$ cat config.mk
export PLATFORM = sky130hd
export DESIGN_NAME = fft32_out_streamer
export DESIGN_NICKNAME = d
export VERILOG_FILES = /design/src/rtl/fft32_out_streamer.sv
export SDC_FILE = /design/constraint.sdc
export NUM_CORES = 1
export LEC_CHECK = 0
export CORE_AREA = 2 2 433 435
export CTS_CLUSTER_DIAMETER = 40
export DETAILED_ROUTE_END_ITERATION = 10
export DIE_AREA = 0 0 435 437
export PLACE_DENSITY = 0.42
export SLEW_MARGIN = 20
export SYNTH_ARGS = -nofsm -noshare
export SYNTH_HDL_FRONTEND = slang
export SYNTH_SLANG_ARGS = --single-unit
$ cat constraint.sdc
create_clock -name i_clk -period 39 [get_ports i_clk]
set_input_delay 7.8 -clock i_clk [delete_from_list [all_inputs] [get_ports i_clk]]
set_output_delay 7.8 -clock i_clk [all_outputs]
set_load 0.05 [all_outputs]
$ cat src/rtl/fft32_out_streamer.sv
// Streams one captured FFT32 frame out bin-by-bin over a valid/ready port.
// It also tracks the peak |re|+|im| bin and flags done edges that arrive while a frame is still in flight.
module fft32_out_streamer #(
    parameter int WORD_SIZE = 16,
    parameter int FRACTION  = 8
) (
    input  logic                      i_clk,
    input  logic                      i_rst,
    input  logic                      i_fft_done,
    input  logic [32*WORD_SIZE-1:0]   i_re_bus,
    input  logic [32*WORD_SIZE-1:0]   i_im_bus,
    input  logic                      i_bin_ready,
    output logic                      o_bin_valid,
    output logic [4:0]                o_bin_idx,
    output logic [WORD_SIZE-1:0]      o_bin_re,
    output logic [WORD_SIZE-1:0]      o_bin_im,
    output logic [WORD_SIZE:0]        o_bin_mag,
    output logic                      o_last,
    output logic                      o_busy,
    output logic                      o_peak_valid,
    output logic [4:0]                o_peak_idx,
    output logic [WORD_SIZE:0]        o_peak_mag,
    output logic                      o_overrun,
    output logic [1:0]                o_state_dbg
);

    // FRACTION only labels the fixed-point format; the datapath never shifts by it.
    if (FRACTION < 0 || FRACTION >= WORD_SIZE) begin : g_bad_fraction
        $error("FRACTION must lie in [0, WORD_SIZE)");
    end

    typedef enum logic [1:0] {
        IDLE   = 2'd0,
        STREAM = 2'd1,
        REPORT = 2'd2
    } state_t;

    state_t                 state_q, state_d;
    logic [4:0]             idx_q, idx_d;
    logic                   done_q;
    logic [4:0]             peak_idx_q, peak_idx_d;
    logic [WORD_SIZE:0]     peak_mag_q, peak_mag_d;
    logic                   peak_valid_q, peak_valid_d;
    logic                   overrun_q, overrun_d;

    logic [WORD_SIZE-1:0]   re_buf_q [32];
    logic [WORD_SIZE-1:0]   im_buf_q [32];

    logic                   done_edge;
    logic                   capture;
    logic                   xfer;
    logic [WORD_SIZE-1:0]   sel_re;
    logic [WORD_SIZE-1:0]   sel_im;
    logic [WORD_SIZE:0]     re_ext;
    logic [WORD_SIZE:0]     im_ext;
    logic [WORD_SIZE:0]     abs_re;
    logic [WORD_SIZE:0]     abs_im;
    logic [WORD_SIZE:0]     mag;

    assign done_edge = i_fft_done && !done_q;

    // Handshake: a bin moves when o_bin_valid && i_bin_ready at a rising clock;
    // while valid is high and ready low, every o_bin_* and o_last holds its value.
    assign o_bin_valid = (state_q == STREAM);
    assign xfer        = o_bin_valid && i_bin_ready;

    // Data outputs are forced to zero whenever no bin is presented, so reset clears them at once.
    assign sel_re = o_bin_valid ? re_buf_q[idx_q] : '0;
    assign sel_im = o_bin_valid ? im_buf_q[idx_q] : '0;

    // One extra bit keeps |most-negative| representable without saturation.
    assign re_ext = {sel_re[WORD_SIZE-1], sel_re};
    assign im_ext = {sel_im[WORD_SIZE-1], sel_im};
    assign abs_re = re_ext[WORD_SIZE] ? (~re_ext + 1'b1) : re_ext;
    assign abs_im = im_ext[WORD_SIZE] ? (~im_ext + 1'b1) : im_ext;
    assign mag    = abs_re + abs_im;

    always_comb begin
        state_d      = state_q;
        idx_d        = idx_q;
        peak_idx_d   = peak_idx_q;
        peak_mag_d   = peak_mag_q;
        peak_valid_d = peak_valid_q;
        overrun_d    = 1'b0;
        capture      = 1'b0;
        unique case (state_q)
            IDLE: begin
                if (done_edge) begin
                    capture      = 1'b1;
                    state_d      = STREAM;
                    idx_d        = 5'd0;
                    peak_idx_d   = 5'd0;
                    peak_mag_d   = '0;
                    peak_valid_d = 1'b0;
                end
            end
            STREAM: begin
                overrun_d = done_edge;
                if (xfer) begin
                    // Strict compare keeps the lowest index on ties.
                    if (mag > peak_mag_q) begin
                        peak_idx_d = idx_q;
                        peak_mag_d = mag;
                    end
                    if (idx_q == 5'd31) begin
                        state_d      = REPORT;
                        peak_valid_d = 1'b1;
                    end else begin
                        idx_d = idx_q + 5'd1;
                    end
                end
            end
            REPORT: begin
                overrun_d = done_edge;
                state_d   = IDLE;
            end
            default: begin
                state_d = IDLE;
            end
        endcase
    end

    always_ff @(posedge i_clk or negedge i_rst) begin
        if (!i_rst) begin
            state_q      <= IDLE;
            idx_q        <= 5'd0;
            done_q       <= 1'b0;
            peak_idx_q   <= 5'd0;
            peak_mag_q   <= '0;
            peak_valid_q <= 1'b0;
            overrun_q    <= 1'b0;
        end else begin
            state_q      <= state_d;
            idx_q        <= idx_d;
            done_q       <= i_fft_done;
            peak_idx_q   <= peak_idx_d;
            peak_mag_q   <= peak_mag_d;
            peak_valid_q <= peak_valid_d;
            overrun_q    <= overrun_d;
        end
    end

    // Frame storage is only observable through the gated outputs, so it needs no reset.
    always_ff @(posedge i_clk) begin
        if (capture) begin
            for (int k = 0; k < 32; k++) begin
                re_buf_q[k] <= i_re_bus[k*WORD_SIZE +: WORD_SIZE];
                im_buf_q[k] <= i_im_bus[k*WORD_SIZE +: WORD_SIZE];
            end
        end
    end

    assign o_bin_idx    = o_bin_valid ? idx_q : 5'd0;
    assign o_bin_re     = sel_re;
    assign o_bin_im     = sel_im;
    assign o_bin_mag    = mag;
    assign o_last       = o_bin_valid && (idx_q == 5'd31);
    assign o_busy       = (state_q != IDLE);
    assign o_peak_valid = peak_valid_q;
    assign o_peak_idx   = peak_idx_q;
    assign o_peak_mag   = peak_mag_q;
    assign o_overrun    = overrun_q;
    assign o_state_dbg  = state_q;

endmodule

==> out/results.tsv, run 1 <==
stage	metric	value	unit
clocking	cts_setup_buffers	0	
synthesis	synth-main-ff-cell	edfxtp_1	
global_route	grt_pass1_vias	27295	
clocking	cts_tree	built	
setup_path	ff2ff_path_depth	26	
synthesis	synthDominantCellAreaShare	73.5	%
clocking	cts_max_level	4	
setup_path	startpoint_type	register	
final_layout	fin_util	34.2	%
drt	avgRoutedWirePerCell	30.6	microns
final_layout	area_growth	51.1	%
global_route	gr-total-overflow	0	
clocking	numCtsBuffers	205	
setup_path	cp.arrival	8.80	ns
power	p_switching	0.00189	W
setup_path	cp-end-kind	output port	
drt	ant_nets	0	
setup_path	r2r_setup_slack	29.71	ns
timing	fin_crit_sh	42.6	%
drt	drt-pass1-iter-count	7	
power	cellLeakagePower	21.0	nW
floorplan	design.core.area	185000	sq um
synthesis	synth_warnings	0	
timing	slew_headroom	32.3	%
clocking	clk_path_buf_depth	3	
place	placement.io_buffers	1110	
clocking	ctsHoldBuffers	0	
timing	fin_crit	16.60	ns
power	power_density	81.6	nW/um^2
floorplan	start_util	22.6	%
clocking	root_buffer	clkbuf_16	
floorplan	dieWidth	435	microns
place	dp_hpwl	138000	microns
global_route	grt_util_all_layers	18.6	%
floorplan	die_h	437	microns
synthesis	synth.net_count	3041	
global_route	grt_first_pass_wirelength	238000	microns
power	power_frac_seq	28.1	%
clocking	cts_sinks	1056	
timing	drv_slew	0	
setup_path	rr_startpoint	idx_q[0]$_DFFE_PN0P_	
power	swShare	36.7	%
drt	wl	181000	microns
drt	drtIter0Drc	1599	
timing	rsz0062_at_grt	false	
run_status	outcome	finished clean	
timing	worst_clock_skew	0.0576	ns
timing	setup_viol	0	
clocking	clkLatencyLatePin	0.85	ns
synthesis	synth-seq-cells	1056	
worst_hold_path	min_path_cells	2	
setup_path	path_class	register to output port	
worst_hold_path	hold_start	o_peak_idx[0]$_DFFE_PN0P_	
synthesis	ys_seq_area_share	75.4	%
flow_run	maxCapViolCount	0	
floorplan	ios	1111	
synthesis	synth_area_leaders	edfxtp_1, mux4_2, dfrtp_1	
floorplan	rows	158	
power	p_int	0.00326	W
synthesis	netlist_instances	1973	
timing	max_freq	60.2	MHz
drt	drc	0	
worst_hold_path	whs_endpoint	o_peak_idx[0]$_DFFE_PN0P_	
place	gp_congestion	0.833	
drt	via_count	25580	
setup_path	cp_max_fo	77	
worst_hold_path	hp-class	register to register	
synthesis	synth.avg_cell_area	21.2	sq um
global_route	grt_max_degree	169	
synthesis	synth.distinct_cells	69	
synthesis	synthArstFlopShare	3.03	%
drt	vias_per_cell	4.32	
setup_path	worst_ep_required_time	31.20	ns
clocking	cts_resized	0	
synthesis	syn_area	41900	sq um
final_layout	drive_above_1_share	20.4	%
timing	hold_violations	0	
power	p_clk_share	35.5	%
clocking	path_clk_slew	0.05	ns
global_route	antenna_found_initial	79	
power	vdd.ir_drop.worst	57.2	uV
timing	worstMarginPinSlew	1.02	ns
setup_path	timing.rr.end	o_peak_mag[15]$_DFFE_PN0P_	
final_layout	layout.nets	4302	
synthesis	synth_edf_count	1024	
synthesis	yosysTopAreaCell	edfxtp_1	
floorplan	die-area	190000	sq um
timing	setup_tns	0	ns
power	comb_power_share	36.3	%
[state kept, by name, indices dropped and copies added (netlist names)]
register	flops
im_buf_q	512
re_buf_q	512
o_peak_mag	17
idx_q	5
o_peak_idx	5
o_state_dbg	2
done_q	1
o_overrun	1
o_peak_valid	1
[metal layers]
metal / up-vias / GRT usage [%] / wire, microns
li1: 10999 / - / -
met1: 13163 / 20.5 / 66900
met2: 1035 / 33.8 / 96600
met3: 327 / 5.41 / 11800
met4: 56 / 6.59 / 5260
met5: - / 0 / 353
[cell type report]
class / count / area [sq um]
diodes: 28 / 70.1
clock buffers: 223 / 5240
clock inverters: 166 / 2020
fillers: 17836 / 122000
inverters: 48 / 188
multi-input cells: 768 / 9560
flip-flops and latches: 1056 / 31600
well taps: 2480 / 3100
repair buffers: 1155 / 11500
[worst max-delay path by stage]
stage	from	endpoint	cells past startpoint
2_1_floorplan	i_fft_done	o_peak_mag[14]$_DFFE_PN0P_	7
3_3_place_gp	idx_q[0]$_DFFE_PN0P_	o_bin_mag[15]	20
3_5_place_dp	idx_q[0]$_DFFE_PN0P_	o_bin_mag[16]	19
4_1_cts	idx_q[0]$_DFFE_PN0P_	o_bin_mag[15]	20
5_1_grt	idx_q[0]$_DFFE_PN0P_	o_bin_mag[16]	19
6_report	idx_q[1]$_DFFE_PN0P_	o_bin_mag[15]	20
[worst max-delay path, stage by stage (launching register included)]
cell	delay, ns
dfrtp_4	0.85
buf_12	0.44
buf_4	0.61
buf_4	0.53
mux4_2	0.56
mux2i_1	0.33
a32o_1	0.25
nor4_2	0.11
or3_1	0.45
nor2_1	0.33
a21oi_1	0.14
xor2_1	0.19
ha_1	0.26
nor4_1	0.46
inv_1	0.08
o211ai_1	0.23
a21oi_1	0.18
a211o_1	0.29
a21oi_1	0.19
xnor2_1	0.21
clkdlybuf4s50_1	0.98
[logic make-up after synthesis]
family / synth area share, %
AO/OA/AOI/OAI: 4.34
XOR/XNOR: 0.816
adder cells (fa/ha/maj): 1.21
buffers and inverters: 1.93
flip-flops: 75.4
multiplexers: 14.5
AND/OR/NAND/NOR: 1.79
[synthesized netlist by cell type (12+ instances only)]
| master | number |
|---|---|
| a21oi_1 | 44 |
| a221oi_1 | 36 |
| a22o_1 | 42 |
| a22oi_1 | 24 |
| buf_2 | 30 |
| buf_6 | 15 |
| clkbuf_1 | 38 |
| dfrtp_1 | 32 |
| edfxtp_1 | 1024 |
| ha_1 | 39 |
| inv_1 | 46 |
| mux2_2 | 14 |
| mux2i_1 | 17 |
| mux4_2 | 251 |
| nand2_1 | 47 |
| nand3_1 | 20 |
| nor2_1 | 35 |
| o21ai_0 | 29 |
| o22ai_1 | 23 |
| xnor2_1 | 27 |
| xor2_1 | 12 |
[power groups by stage]
stage / Sequential [W] / Combinational (W) / Clock (W)
after detailed placement: 0.00147 / 0.00192 / 0
final: 0.00145 / 0.00187 / 0.00183
after floorplan: 0.00156 / 0.00112 / 0
after global placement: 0.00147 / 0.00192 / 0
after global routing: 0.00146 / 0.00199 / 0.00192
after CTS: 0.00145 / 0.00193 / 0.00187
[layout by cell type, fill, tap and decap left out, types with 6 or more instances in the layout]
| cell type | n |
|---|---|
| clkdlybuf4s50_1 | 1109 |
| edfxtp_1 | 1024 |
| mux4_2 | 251 |
| clkbuf_16 | 207 |
| nand2_1 | 45 |
| inv_1 | 44 |
| a21oi_1 | 44 |
| a22o_1 | 42 |
| buf_4 | 40 |
| ha_1 | 39 |
| a221oi_1 | 36 |
| nor2_1 | 33 |
| inv_6 | 33 |
| clkinvlp_4 | 32 |
| o21ai_0 | 29 |
| diode_2 | 28 |
| bufinv_16 | 28 |
| xnor2_1 | 27 |
| dfrtp_1 | 27 |
| a22oi_1 | 24 |
| clkinv_4 | 24 |
| o22ai_1 | 21 |
| nand3_1 | 20 |
| clkinv_2 | 19 |
| clkinv_1 | 18 |
| mux2i_1 | 17 |
| clkbuf_1 | 16 |
| mux2_2 | 14 |
| xor2_1 | 12 |
| o31ai_1 | 9 |
| a21o_1 | 8 |
| a31oi_1 | 6 |
| nor2b_1 | 6 |
| clkinv_16 | 6 |
[metrics by stage]
step                area [sq um]  std cells  hold WS (ns)  setup slack (ns)  total power [W]
floorplan                  41900       1973         0.536             14.28          0.00268
global placement           55900       5507         0.488             23.07          0.00340
detailed placement         55900       5507         0.492             23.15          0.00340
CTS                        63200       5896         0.504             22.20          0.00526
global route               63200       5911         0.529             21.70          0.00537
finish                     63200       5924         0.496             22.40          0.00516
Note: power is estimated with default switching activity, not from simulation.
==> run 2, diff against run 1 <==
==> constraint.sdc (replaced) <==
create_clock -name i_clk -period 15.87 [get_ports i_clk]
set_input_delay 3.174 -clock i_clk [delete_from_list [all_inputs] [get_ports i_clk]]
set_output_delay 3.174 -clock i_clk [all_outputs]
set_load 0.05 [all_outputs]
==> run 2 against run 1 <==
- worst setup slack lost 18 ns
- count of clock-buffer cells in the layout shrank 9
- core utilization shrank 0.20 points
- sequential power grew 140%
- flip-flop and latch count is the same
- critical path type unchanged
==> out/results.tsv, run 2 (synthesis gave the netlist of run 1 again) <==
stage	metric	value	unit	change
setup_path	crit_family	buffers and inverters		
clocking	cts_sinks	1056		unchanged
final_layout	layout.nets	4289		-0.30%
final_layout	final_cell_mix	clkdlybuf4s50_1, edfxtp_1, mux4_2		
final_layout	layout_commonest_cell	clkdlybuf4s50_1		
setup_path	worstSetupPathDepth	19		-5.0%
timing	setup_viol	0		unchanged
drt	drtIter0Drc	1949		+22%
drt	vias_per_cell	4.30		-0.46%
timing	worstMarginPinSlew	1.07	ns	+0.0505 ns
drt	ant_nets	0		unchanged
setup_path	worst-path-buf-inv	5		unchanged
floorplan	design.core.area	185000	sq um	unchanged
global_route	grt_util_all_layers	18.6	%	about the same
power	power_density	199	nW/um^2	+140%
timing	fin_crit_sh	70.9	%	
setup_path	cp_max_fo	95		+23%
global_route	grt_max_degree	173		+2.4%
run_status	outcome	finished clean		
clocking	cts_resized	0		unchanged
place	dp_hpwl	137000	microns	-0.56%
drt	drc	0		unchanged
setup_path	max_stage_delay	0.95	ns	-0.03 ns
timing	setup_tns	0	ns	unchanged
timing	worst_clock_skew	0.0542	ns	-0.00341 ns
clocking	cts_setup_buffers	0		unchanged
power	total_power	0.0125	W	+140%
setup_path	cp-end-kind	output port		
timing	hold_violations	0		unchanged
setup_path	ff2ff_path_depth	25		-3.8%
drt	avgRoutedWirePerCell	30.6	microns	+0.12%
global_route	grt_pass1_vias	27105		-0.70%
final_layout	final_cell_area	62900	sq um	-0.58%
place	placement.io_buffers	1110		unchanged
global_route	antenna_found_initial	87		+10%
clocking	root_buffer	clkbuf_16		
drt	drt-pass1-iter-count	5		-2
final_layout	drive_above_1_share	19.4	%	-0.95 points
floorplan	die-area	190000	sq um	unchanged
timing	whs	0.510	ns	+0.0142 ns
clocking	ctsHoldBuffers	0		unchanged
clocking	path_clk_slew	0.05	ns	about the same
global_route	grt_first_pass_wirelength	238000	microns	about the same
setup_path	startpoint_type	register		
setup_path	worst_ep_required_time	12.70	ns	-18.50 ns
drt	via_count	25326		-0.99%
timing	drv_slew	0		unchanged
timing	rsz0062_at_grt	false		
setup_path	cp.arrival	8.08	ns	-0.72 ns
clocking	cts_tree	built		
drt	wl	180000	microns	-0.42%
power	cellLeakagePower	20.9	nW	-0.57%
clocking	cts_max_level	4		unchanged
floorplan	die_h	437	microns	unchanged
timing	slew_headroom	29.0	%	-3.4 points
clocking	clkLatencyLatePin	0.82	ns	-0.03 ns
worst_hold_path	min_path_cells	2		unchanged
setup_path	path_class	register to output port		
setup_path	cpMaxStageDelayCell	clkdlybuf4s50_1		
global_route	gr-total-overflow	0		unchanged
worst_hold_path	hp-class	register to register		
place	placed_cell_area	55900	sq um	about the same
flow_run	maxCapViolCount	0		unchanged
floorplan	ios	1111		unchanged
clocking	numCtsBuffers	194		-5.4%
power	vdd.ir_drop.worst	245	uV	+330%
timing	max_freq	88.8	MHz	
floorplan	dieWidth	435	microns	unchanged
setup_path	path_cells	buf_4 -> buf_12 -> mux4_2 -> a22oi_1 -> a21oi_1 -> nor2_2 -> inv_1 -> o21ai_0 -> inv_1 -> fa_1 -> nor2b_1 -> o21a_1 -> o21ai_0 -> a211oi_1 -> o2111ai_1 -> a41oi_1 -> nor3_1 -> nor2_1 -> clkdlybuf4s50_1		
clocking	clk_path_buf_depth	3		unchanged
floorplan	start_util	22.6	%	unchanged
floorplan	rows	158		unchanged
timing	fin_crit	11.26	ns	
final_layout	area_growth	50.2	%	
place	gp_congestion	0.847		+1.7%
run 2: cell type report:
class	count	area [sq um]
timing repair buffer	1153	11500
sequential	1056	31600
clock inverter	149	1890
fill	17843	122000
tap	2480	3100
antenna	24	60.1
clock buffer	214	4990
inverter	48	188
multi-input combinational	768	9560
run 2: metal layers:
metal  vias to the layer above  routed length (microns)  GRT usage (%)
met5                         -                      400              0
met4                        68                     4950           5.83
met3                       315                    13800           6.42
met2                      1061                    96600           33.9
met1                     12951                    64500           20.0
li1                      10931                        -              -
run 2: where the power goes:
part	switching, W	internal, W	total [W]
registers	0.000109	0.00343	0.00354
clock network	0.00155	0.00279	0.00433
logic	0.00296	0.00171	0.00467
run 2: worst paths after layout:
path / start / end / slack (ns)
max in group asynchronous: i_rst / idx_q[0]$_DFFE_PN0P_ / 12.77
min: o_peak_idx[3]$_DFFE_PN0P_ / o_peak_idx[3]$_DFFE_PN0P_ / 0.51
max: idx_q[1]$_DFFE_PN0P_ / o_bin_mag[16] / 4.61
min in group asynchronous: i_rst / o_peak_mag[6]$_DFFE_PN0P_ / 2.46
max reg2reg: idx_q[1]$_DFFE_PN0P_ / o_peak_mag[13]$_DFFE_PN0P_ / 7.31
min reg2reg: o_peak_idx[3]$_DFFE_PN0P_ / o_peak_idx[3]$_DFFE_PN0P_ / 0.51
run 2: worst min-delay path, delay by kind of cell (launching register included):
family          cells  cell delay [ns]
flops               1             0.34
compound gates      1             0.07
simple gates        1             0.06
run 2: metrics by stage:
step           util [%]  setup slack [ns]  cells
2_1_floorplan         -              2.91   1973
3_3_place_gp       30.2              5.46   5504
3_5_place_dp       30.2              5.41   5504
4_1_cts            33.9              4.47   5867
5_1_grt            34.0              4.01   5881
6_report           34.0              4.61   5892
